<file path="src/rtl/programmer_stream.sv">
// UART byte to program-memory word streamer: splits each received byte into
// REGISTER_WIDTH words and writes them to consecutive addresses until memory is full.
// Optional running checksum of written words: define PROGRAMMER_CHECKSUM_EN.
module programmer_stream #(
    parameter int UART_DATA_LENGTH     = 8,
    parameter int REGISTER_WIDTH       = 4,
    parameter int MEMORY_ADDRESS_WIDTH = 4,
    parameter int MSB_FIRST            = 1
) (
    input  logic                            clk_i,
    input  logic                            reset_i,
    input  logic                            active_i,
    input  logic [UART_DATA_LENGTH-1:0]     uart_data_i,
    input  logic                            data_valid_strb_i,
    output logic [REGISTER_WIDTH-1:0]       data_o,
    output logic [MEMORY_ADDRESS_WIDTH-1:0] addr_o,
    output logic                            enable_write_memory_o,
    output logic                            busy_o,
    output logic                            done_o,
    output logic                            overrun_o,
    output logic [MEMORY_ADDRESS_WIDTH:0]   word_count_o,
    output logic [REGISTER_WIDTH-1:0]       checksum_o
);

    localparam int WPB   = UART_DATA_LENGTH / REGISTER_WIDTH;
    localparam int IDX_W = (WPB > 1) ? $clog2(WPB) : 1;
    localparam logic [IDX_W-1:0]                LAST_IDX  = IDX_W'(WPB - 1);
    localparam logic [MEMORY_ADDRESS_WIDTH-1:0] LAST_ADDR = '1;

    typedef enum logic [1:0] {
        IDLE  = 2'd0,
        WRITE = 2'd1,
        FULL  = 2'd2
    } state_t;

    state_t                          state_q;
    logic [UART_DATA_LENGTH-1:0]     byte_q;
    logic [MEMORY_ADDRESS_WIDTH-1:0] addr_q;
    logic [IDX_W-1:0]                idx_q;
    logic [MEMORY_ADDRESS_WIDTH:0]   count_q;
    logic                            overrun_q;
    logic [REGISTER_WIDTH-1:0]       word_sel;

    // Word index 0 is the most or least significant slice depending on MSB_FIRST.
    always_comb begin
        word_sel = '0;
        for (int k = 0; k < WPB; k++) begin
            if (idx_q == IDX_W'(k)) begin
                if (MSB_FIRST != 0)
                    word_sel = byte_q[(WPB-1-k)*REGISTER_WIDTH +: REGISTER_WIDTH];
                else
                    word_sel = byte_q[k*REGISTER_WIDTH +: REGISTER_WIDTH];
            end
        end
    end

    always_ff @(posedge clk_i or posedge reset_i) begin
        if (reset_i) begin
            state_q   <= IDLE;
            byte_q    <= '0;
            addr_q    <= '0;
            idx_q     <= '0;
            count_q   <= '0;
            overrun_q <= 1'b0;
        end else if (!active_i) begin
            state_q   <= IDLE;
            addr_q    <= '0;
            idx_q     <= '0;
            count_q   <= '0;
            overrun_q <= 1'b0;
        end else begin
            case (state_q)
                IDLE: begin
                    if (data_valid_strb_i) begin
                        byte_q  <= uart_data_i;
                        idx_q   <= '0;
                        state_q <= WRITE;
                    end
                end
                WRITE: begin
                    count_q <= count_q + (MEMORY_ADDRESS_WIDTH+1)'(1);
                    if (idx_q == LAST_IDX) begin
                        idx_q <= '0;
                        if (addr_q == LAST_ADDR) begin
                            // Hold the address at the top so it never wraps.
                            state_q <= FULL;
                            if (data_valid_strb_i)
                                overrun_q <= 1'b1;
                        end else begin
                            addr_q <= addr_q + MEMORY_ADDRESS_WIDTH'(1);
                            if (data_valid_strb_i) begin
                                byte_q  <= uart_data_i;
                                state_q <= WRITE;
                            end else begin
                                state_q <= IDLE;
                            end
                        end
                    end else begin
                        addr_q <= addr_q + MEMORY_ADDRESS_WIDTH'(1);
                        idx_q  <= idx_q + IDX_W'(1);
                        if (data_valid_strb_i)
                            overrun_q <= 1'b1;
                    end
                end
                FULL: begin
                    if (data_valid_strb_i)
                        overrun_q <= 1'b1;
                end
                default: state_q <= IDLE;
            endcase
        end
    end

`ifdef PROGRAMMER_CHECKSUM_EN
    logic [REGISTER_WIDTH-1:0] checksum_q;

    always_ff @(posedge clk_i or posedge reset_i) begin
        if (reset_i)
            checksum_q <= '0;
        else if (!active_i)
            checksum_q <= '0;
        else if (state_q == WRITE)
            checksum_q <= checksum_q + word_sel;
    end

    assign checksum_o = checksum_q;
`else
    assign checksum_o = '0;
`endif

    assign enable_write_memory_o = (state_q == WRITE);
    assign busy_o                = (state_q == WRITE);
    assign done_o                = (state_q == FULL);
    assign data_o                = (state_q == WRITE) ? word_sel : '0;
    assign addr_o                = addr_q;
    assign overrun_o             = overrun_q;
    assign word_count_o          = count_q;

endmodule

</file>
<file path="config.mk">
export PLATFORM = sky130hd
export DESIGN_NAME = programmer_stream
export DESIGN_NICKNAME = d
export VERILOG_FILES = /design/src/rtl/programmer_stream.sv
export SDC_FILE = /design/constraint.sdc
export NUM_CORES = 1
export LEC_CHECK = 0
export BUFFER_PORTS_ARGS = -buffer_cell sky130_fd_sc_hd__buf_2
export CELL_PAD_IN_SITES_DETAIL_PLACEMENT = 0
export CELL_PAD_IN_SITES_GLOBAL_PLACEMENT = 1
export CORE_ASPECT_RATIO = 0.7
export CORE_MARGIN = 2
export CORE_UTILIZATION = 38
export DETAILED_ROUTE_END_ITERATION = 7
export GPL_ROUTABILITY_DRIVEN = 0
export PLACE_DENSITY = 0.86
export SYNTH_ARGS = -nofsm -noshare
export SYNTH_HDL_FRONTEND = slang
export SYNTH_SLANG_ARGS = --single-unit
</file>
<file path="constraint.sdc">
create_clock -name clk_i -period 1.93 [get_ports clk_i]
set_input_delay 0.2895 -clock clk_i [delete_from_list [all_inputs] [get_ports clk_i]]
set_output_delay 0.2895 -clock clk_i [all_outputs]
set_load 0.05 [all_outputs]
</file>
==> results.json <==
{
  "max_cap_viol_count": 0,
  "hold_viol_final": 0,
  "worstRegToRegCells": 5,
  "synth_area_sq_um": 1080,
  "syn_inst": 102,
  "grtUsageMet1": 0.188,
  "worstReg2RegEnd": "byte_q[7]",
  "p_leak_nw": 0.645,
  "antenna_cells": 0,
  "route.vias.total": 836,
  "synth-seq-cells": 21,
  "cp_slowest_cell": "dfrtp_2",
  "die_y_um": 48.6,
  "port_buffers": 28,
  "vias_per_cell": 4.95,
  "drtIter0Drc": 25,
  "ios": 33,
  "finalSetupViolCount": 0,
  "cts-root-buf": "clkbuf_8",
  "grt_pass1_vias": 790,
  "dp.cells": 164,
  "cp_cell_sequence": "ha_1 -> and3_1 -> a221oi_4 -> buf_12 -> mux2_2",
  "drive_above_1_share": 0.376,
  "layout_common_cells": "28 x buf_2, 19 x dfrtp_1, 9 x nand2_1",
  "status": "completed",
  "die_x_um": 67.7,
  "max_freq_mhz": 562,
  "hold_ws_ns": 0.0458,
  "row_count": 16,
  "antenna_found_initial": 0,
  "crit_arrival_ns": 1.93,
  "use_met2": 0.224,
  "insertion_delay_ns": 0.26,
  "crit_type": "flop to flop",
  "dieArea_sq_um": 3290,
  "cts_tree": "done",
  "drt_pre_antenna_iters": 4,
  "start_util": 0.393,
  "endpoint_kind": "flop",
  "synthFlopType": "dfrtp_1",
  "avgSynthCellArea_sq_um": 10.6,
  "drtAntennaViolNets": 0,
  "numCtsBuffers": 3,
  "hold_path_class": "input port to async pin",
  "hpwl_um": 1590,
  "cts.reportedPaths.clkPinSlew_ns": 0.08,
  "irDropWorstVdd_v": 0.000444,
  "register_area_sq_um": 528,
  "drc": 0,
  "synth_edf_count": 0,
  "fin_tns_setup_ns": 0,
  "r2r_slack_ns": 0.15,
  "reg2reg_from": "addr_o[0]",
  "multi_input_area_sq_um": 483,
  "syn_to_final_growth_pct": 21.6,
  "final_common_cell": "buf_2",
  "wl_per_cell_um": 12.3,
  "core_sq_um": 2740,
  "rsz0062_at_grt": "false",
  "relSlewSlack": 0.648,
  "fillCellCount": 260,
  "synth.distinct_cells": 31,
  "cts_buffer_depth": 2,
  "synth-async-reset-ratio": 1.00,
  "cts.sinks": 21,
  "cts.repair.resized": 0,
  "met3_usage": 0.0558,
  "grt_start_max_net_pins": 15,
  "startpoint_type": "flop",
  "critical_path_required_ns": 2.09,
  "tightest_slew_ns": 0.527,
  "layoutNonFillerInstCount": 169,
  "fin_worst_skew_ns": 0.00470,
  "power.density_nw_per_um2": 884,
  "yosysSeqAreaShare": 0.487,
  "cts.htree.levels": 1,
  "wirelength_um": 2080,
  "grt_overflow": 0,
  "slowest_delay_ns": 0.43,
  "fin_crit_ns": 1.78,
  "fin_crit_sh": 0.921,
  "drv_slew": 0,
  "grt_pass1_wl_um": 3550,
  "yosys_warnings": 0,
  "fin_nets": 148,
  "cp_max_fo": 9,
  "top_usage_layer": "met2",
  "track_usage": 0.145
}
-- sequential cells by signal (all words and copies together), names as in the netlist --
name	flops
addr_o	4
state_q	2
idx_q	1
word_count_o	5
byte_q	8
overrun_o	1
-- worst max-delay path, delay by kind of cell, from the launching register on --
kind | cells | cell delay, ns
simple gates | 1 | 0.23
fa+ha+maj | 1 | 0.24
buf+inv | 1 | 0.17
flops | 1 | 0.43
compound gates | 1 | 0.27
mux | 1 | 0.33
-- cells in the mapped netlist (2+ instances only) --
| master | n | area, sq um |
|---|---|---|
| and3_1 | 3 | 18.8 |
| ha_1 | 2 | 25.0 |
| nand3b_1 | 4 | 30.0 |
| buf_2 | 2 | 10.0 |
| nand4_1 | 2 | 12.5 |
| nor2_1 | 8 | 30.0 |
| o21ai_0 | 4 | 20.0 |
| dfrtp_1 | 21 | 526 |
| buf_4 | 5 | 37.5 |
| inv_1 | 4 | 15.0 |
| mux2i_1 | 5 | 50.1 |
| nand2_1 | 9 | 33.8 |
| mux2_2 | 8 | 90.1 |
| a21oi_1 | 7 | 35.0 |
| or3_1 | 2 | 12.5 |
-- what timing repair did --
action	in CTS	in global routing
setup buffers	0	1
setup endpoints to repair	0	8
hold buffers	0	0
-- worst max path at each step --
stage          cells past startpoint         to       start
2_1_floorplan                      4  byte_q[0]   addr_o[0]
3_3_place_gp                       4  byte_q[7]   addr_o[0]
3_5_place_dp                       4  byte_q[7]   addr_o[0]
4_1_cts                            4  byte_q[7]   addr_o[0]
5_1_grt                            4  data_o[2]  state_q[0]
6_report                           5  byte_q[7]   addr_o[0]
-- cell families (layout without fill, tap and decap cells) --
family	after synthesis	after routing	share of synthesized area
flip-flops	21	21	0.487
AND/OR/NAND/NOR	32	32	0.152
multiplexers	13	13	0.130
AO/OA/AOI/OAI	17	17	0.113
adder cells (fa/ha/maj)	2	2	0.0232
other	1	4	0.00348
XOR/XNOR	2	2	0.0162
buffers and inverters	14	42	0.0754
-- power by group --
group | internal [W] | switching (W)
sequential | 0.000496 | 0.0000385
combinational | 0.000115 | 0.000220
clock | 0.000144 | 0.000146
-- through the flow --
stage | util | setup WS [ns] | area [sq um] | power, W
after floorplan | - | 0.0221 | 1090 | 0.000808
after global placement | 0.454 | 0.0987 | 1240 | 0.000863
final | 0.478 | 0.152 | 1310 | 0.00116
after global routing | 0.478 | 0.0436 | 1310 | 0.00122
after detailed placement | 0.454 | 0.0284 | 1240 | 0.000876
after CTS | 0.471 | 0.0190 | 1290 | 0.00116
-- per-layer routing --
metal,routed length (um),vias up
met5,0,-
met4,26,0
met3,132,4
met2,964,20
met1,954,406
li1,-,406
-- area by class of cell --
class	instances	share of cell area
inverter	5	0.0143
clock inverter	1	0.00382
timing repair buffer	33	0.145
clock buffer	3	0.0315
sequential	21	0.403
multi-input combinational	70	0.368
tap	36	0.0344
No activity file was read; power rests on OpenSTA's default activity.
